===== src/rtl/ucode_datapath.sv =====
// Microprogrammed datapath: NREGS x WIDTH register bank, source mux + small ALU,
// and a sequencer running a loadable microprogram with a start/busy/done handshake.
module ucode_datapath #(
    parameter int WIDTH = 8,
    parameter int NREGS = 4,
    parameter int DEPTH = 8,
    localparam int SW = $clog2(NREGS + 1),
    localparam int CW = $clog2(NREGS),
    localparam int AW = $clog2(DEPTH),
    localparam int UW = NREGS + SW + 2 + 2 + CW + AW
) (
    input  logic             clk,
    input  logic             rst,
    input  logic             start,
    input  logic [WIDTH-1:0] din,
    input  logic             prog_we,
    input  logic [AW-1:0]    prog_addr,
    input  logic [UW-1:0]    prog_data,
    output logic [WIDTH-1:0] dout,
    output logic [AW-1:0]    upc,
    output logic             busy,
    output logic             done
);
    localparam int TGT_LSB  = 0;
    localparam int COND_LSB = AW;
    localparam int SEQ_LSB  = AW + CW;
    localparam int OP_LSB   = SEQ_LSB + 2;
    localparam int SRC_LSB  = OP_LSB + 2;
    localparam int LD_LSB   = SRC_LSB + SW;

    typedef enum logic {ST_IDLE, ST_RUN} state_t;

    state_t            state_q;
    logic [AW-1:0]     upc_q, upc_d;
    logic              done_q;

    logic [UW-1:0]     mem [DEPTH];
    logic [UW-1:0]     uword;
    logic [NREGS-1:0]  uw_ld;
    logic [SW-1:0]     uw_src;
    logic [1:0]        uw_op;
    logic [1:0]        uw_seq;
    logic [CW-1:0]     uw_cond;
    logic [AW-1:0]     uw_tgt;

    logic [WIDTH-1:0]  regs_view [NREGS];
    logic [WIDTH-1:0]  bus_tab [2**SW];
    logic [2**CW-1:0]  cond_tab;
    logic [WIDTH-1:0]  bus_val;
    logic [WIDTH-1:0]  alu_res;
    logic              run;
    logic              halt;

    always_ff @(posedge clk) begin
        if (prog_we && state_q == ST_IDLE) begin
            mem[prog_addr] <= prog_data;
        end
    end

    // Asynchronous read so a word written alongside start is seen in the first RUN cycle.
    assign uword   = mem[upc_q];
    assign uw_ld   = uword[LD_LSB +: NREGS];
    assign uw_src  = uword[SRC_LSB +: SW];
    assign uw_op   = uword[OP_LSB +: 2];
    assign uw_seq  = uword[SEQ_LSB +: 2];
    assign uw_cond = uword[COND_LSB +: CW];
    assign uw_tgt  = uword[TGT_LSB +: AW];

    assign run  = (state_q == ST_RUN);
    assign halt = (uw_seq == 2'b11);

    // Tables padded to the full index range so out-of-range selectors read zero.
    for (genvar gi = 0; gi < 2**SW; gi++) begin : gen_bus
        if (gi < NREGS) begin : g_reg
            assign bus_tab[gi] = regs_view[gi];
        end else if (gi == NREGS) begin : g_din
            assign bus_tab[gi] = din;
        end else begin : g_zero
            assign bus_tab[gi] = '0;
        end
    end

    for (genvar gi = 0; gi < 2**CW; gi++) begin : gen_cond
        if (gi < NREGS) begin : g_reg
            assign cond_tab[gi] = regs_view[gi][0];
        end else begin : g_zero
            assign cond_tab[gi] = 1'b0;
        end
    end

    assign bus_val = bus_tab[uw_src];

    always_comb begin
        alu_res = bus_val;
        case (uw_op)
            2'b01:   alu_res = bus_val + WIDTH'(1);
            2'b10:   alu_res = '0;
            default: alu_res = bus_val;
        endcase
    end

    always_comb begin
        upc_d = upc_q + AW'(1);
        case (uw_seq)
            2'b01:   upc_d = uw_tgt;
            2'b10:   if (cond_tab[uw_cond]) upc_d = uw_tgt;
            default: upc_d = upc_q + AW'(1);
        endcase
    end

    for (genvar gi = 0; gi < NREGS; gi++) begin : gen_reg
        logic [WIDTH-1:0] r_q;
        always_ff @(posedge clk) begin
            if (rst) begin
                r_q <= '0;
            end else if (run && uw_ld[gi]) begin
                r_q <= alu_res;
            end
        end
        assign regs_view[gi] = r_q;
    end

    always_ff @(posedge clk) begin
        if (rst) begin
            state_q <= ST_IDLE;
            upc_q   <= '0;
            done_q  <= 1'b0;
        end else begin
            case (state_q)
                ST_IDLE: begin
                    done_q <= 1'b0;
                    if (start) begin
                        state_q <= ST_RUN;
                        upc_q   <= '0;
                    end
                end
                default: begin
                    if (halt) begin
                        state_q <= ST_IDLE;
                        upc_q   <= '0;
                        done_q  <= 1'b1;
                    end else begin
                        upc_q   <= upc_d;
                        done_q  <= 1'b0;
                    end
                end
            endcase
        end
    end

    assign dout = regs_view[NREGS-1];
    assign upc  = upc_q;
    assign busy = run;
    assign done = done_q;

endmodule

===== config.mk =====
export PLATFORM = sky130hd
export DESIGN_NAME = ucode_datapath
export DESIGN_NICKNAME = d
export VERILOG_FILES = /design/src/rtl/ucode_datapath.sv
export SDC_FILE = /design/constraint.sdc
export NUM_CORES = 1
export LEC_CHECK = 0
export CAP_MARGIN = 20
export CORE_ASPECT_RATIO = 2
export CORE_MARGIN = 3
export CORE_UTILIZATION = 59
export DETAILED_ROUTE_END_ITERATION = 6
export GPL_TIMING_DRIVEN = 0
export PLACE_DENSITY = 0.79
export RECOVER_POWER = 100
export SYNTH_ARGS = -nofsm -noshare
export SYNTH_HDL_FRONTEND = slang
export SYNTH_SLANG_ARGS = --single-unit

===== constraint.sdc =====
create_clock -name clk -period 5.8 [get_ports clk]
set_input_delay 1.16 -clock clk [delete_from_list [all_inputs] [get_ports clk]]
set_output_delay 1.16 -clock clk [all_outputs]
set_load 0.1 [all_outputs]

==> results by group <==
Run status
  • Status: finished, violations left
  • Violated checks: capacitance limit, slew limit

Detailed routing
  • Vias per inst: roughly 6.2
  • First drt pass iteration count: 5
  • Post-route ant nets: 0
  • WL/cell: 22.8 um
  • Via count: 4069
  • Residual DRC count: 0
  • Final WL: 15000 um
  • Iter 0 DRT Violations: approximately 250

STA
  • Setup TNS: 0 ns
  • Hold Worst Slack: 0.485 ns
  • # setup viols final: 0
  • Setup Skew: approximately 0.0074 ns
  • Max Slew Vio Count: 10
  • Final worst path period need: 4.83 ns
  • Final hold viol count: 0
  • Fmax: about 210 MHz
  • Worst-margin pin slew: 1.64 ns
  • Tcrit/Tclk final: 83.3%
  • Relative slew margins: -10.2%
  • RSZ-0062 raised after global routing: no

Worst setup path
  • FF-to-FF setup slack: 0.97 ns
  • Crit path cell chain: clkbuf_1 > buf_2 > clkbuf_1 > buf_2 > mux4_2 > mux2_2 > ha_1 > inv_1 > o211ai_1 > nor4b_2 > xor2_1 > o32ai_1
  • Reg-to-Reg End: gen_reg[2].r_q[5]
  • Slowest stage cell, crit path: clkbuf_1
  • Critical path fanouts, max: 10
  • Type of the worst setup path: register to register
  • Peak per-stage delay on the critical path: 0.70 ns
  • Worst Setup End Kind: register
  • CP startpoint kind: register
  • Crit path DAT: a little over 5 ns
  • Req. time, crit path: 6.09 ns
  • Worst-case reg-to-reg path depth: 12

Power and ir drop
  • Cell Pwr Density: roughly 320 nW/um^2
  • Power Total: approximately 2.6 mW
  • VDD IR max: approximately 0.26 mV
  • Leak: 2.69 nW

Clock tree
  • Cts hold-fix bufs: 0
  • Clock transition at path regs: approximately 0.07 ns
  • Clock latency on the worst-skew pair: 0.42 ns
  • CTS Buf Count: 17
  • CTS H-Tree Depth: 4
  • Resize count post-CTS: 0
  • CTS tree: done
  • Deepest clock path buffer count: 2
  • Clock Root Buffer: clkbuf_16
  • Clock Sinks: 168
  • Setup bufs post-CTS: 0

Place
  • Placed cell count: between 600 and 700
  • Post-DP HPWL: 10600 um
  • Gpl congestion: about 0.87
  • IO Port Bufs: 43

Floorplanning
  • Die width: slightly above 80 um
  • I/O pin count: 44
  • Die area: 13300 um^2
  • Core ar.: 11500 um^2
  • Initial Util: 61.1%
  • Die Y: 160 um
  • # rows: 55

Layout
  • Final core area utilization: 71.7%
  • Nets: 537
  • N_diodes: 0
  • Multi-input gate area: 2190 um^2
  • Share of layout cells above drive strength 1: 17.7%
  • Most frequent cells in the layout: edfxtp_1, mux2i_1, dfxtp_1
  • Commonest non-fill, non-tap cell in the layout: edfxtp_1
  • Fillers: 743
  • Non-filler instance count after layout: ~660
  • Area Growth Syn to Fin: 17.4%
  • Sequential Area: 4640 um^2

Synth
  • Synth warn: 0
  • Dominant register cell in the synthesized netlist: edfxtp_1
  • Synth Area in Simple Gates: 6.27%
  • EDFF count, synth: 128
  • Mapped cell area: 7020 um^2
  • Largest family of logic cells by synthesized area: multiplexers
  • Complex-gate fraction of the synthesized area: approximately 6.4%
  • Avg Inst Size Synth: 16.4 um^2
  • Syn Nets: 465
  • Sequential fraction of the synthesis area: about two thirds
  • XOR/XNOR Fraction of Synth Area: less than 1%
  • Number of library cell types mapped by synthesis: 54
  • Post-synthesis mux area share: between 10% and 20%
  • Mapped Cells: 428
  • Synth async-reset ratio: 0%
  • Synthesized flop and latch total: 168
  • Post-Synth Adder-Cell Area: 1.07%

Worst hold path
  • Hold Startpoint: gen_reg[0].r_q[5]
  • Worst Hold End: gen_reg[0].r_q[5]
  • Hold depth: 2
  • Min-Delay Path Class: register to register

Flow run
  • MaxCap Viol Count: 2

GRT
  • Largest net degree at the start of global routing: 17
  • Vias in the first global route: 4349
  • First-pass GRT wire length: 23400 um
  • Initial antenna violation count: 0
  • GRT Resource Usage Total: about a quarter
  • Total grt overflow: 0
==> power breakdown <==
group / internal (mW) / switching [mW] / total, mW
clock network: 0.643 / 0.477 / 1.12
registers: 1.32 / 0.00865 / 1.33
logic: 0.0692 / 0.111 / 0.180
total: 2.03 / 0.597 / 2.63
==> worst max path at each step <==
stage / slack, ns / cells past startpoint / to
2_1_floorplan: 2.24 / 12 / dout[5]
3_3_place_gp: 0.59 / 3 / mem[4][3]
3_5_place_dp: 1.49 / 12 / gen_reg[2].r_q[5]
5_1_grt: 0.65 / 12 / gen_reg[2].r_q[5]
4_1_cts: 1.46 / 12 / gen_reg[2].r_q[5]
6_report: 0.97 / 12 / gen_reg[2].r_q[5]
==> cell usage after synthesis (3+ instances only) <==
library cell	instances	area, um^2
nand2_1	11	41.3
nor3_1	5	25.0
o22ai_1	4	25.0
buf_2	5	25.0
mux2_2	6	67.6
nor4_1	3	18.8
ha_1	6	75.1
o32ai_1	12	105
mux2i_1	40	400
nor2_1	27	101
o31ai_2	4	50.1
or3b_2	5	43.8
nand2b_1	7	43.8
and3_1	3	18.8
clkbuf_1	12	45.0
edfxtp_1	128	3840
nor2b_1	6	37.5
inv_1	17	63.8
buf_6	3	33.8
mux4_2	29	653
a21oi_1	6	30.0
dfxtp_1	40	801
a211oi_1	12	90.1
==> through the flow <==
stage	instance area (um^2)	worst slack, ns
6_report	8240	0.971
5_1_grt	8240	0.649
4_1_cts	8370	1.46
3_5_place_dp	7780	1.49
3_3_place_gp	7630	0.587
2_1_floorplan	7020	2.24
==> metal layers <==
layer | vias up | routed length [um] | global-route usage [%]
li1 | 1854 | - | -
met1 | 2010 | 5250 | 24.2
met2 | 149 | 8310 | 43.2
met3 | 56 | 656 | 5.24
met4 | 0 | 745 | 13.8
met5 | - | 0 | 0
==> kinds of logic (layout without fill, tap and decap cells) <==
family,after synthesis,count (layout)
compound gates,53,53
buf+inv,39,124
xor+xnor,4,4
fa+ha+maj,6,6
mux,78,78
simple gates,80,80
flops,168,168
==> registers in the layout (all words and copies together) (netlist names), named ones only <==
register and flops:
dout 8, done 1, upc 3, gen.r_q 24, busy 1, mem 128
==> cell type report <==
type / count / area share [%]
Inverter: 17 / 0.774
Multi-Input combinational cell: 221 / 26.5
Clock buffer: 17 / 5.16
Sequential cell: 168 / 56.3
Tap cell: 142 / 2.16
Buffer: 22 / 1.37
Timing Repair Buffer: 53 / 5.68
Clock inverter: 15 / 1.99
==> critical path, delay by kind of cell (launching register included) <==
family / cells / cell delay (ns)
compound gates: 2 / 0.33
xor+xnor: 1 / 0.40
fa+ha+maj: 1 / 0.41
buf+inv: 5 / 2.03
flops: 1 / 0.31
mux: 2 / 0.85
simple gates: 1 / 0.35
Power figures use the tool's default switching activity.
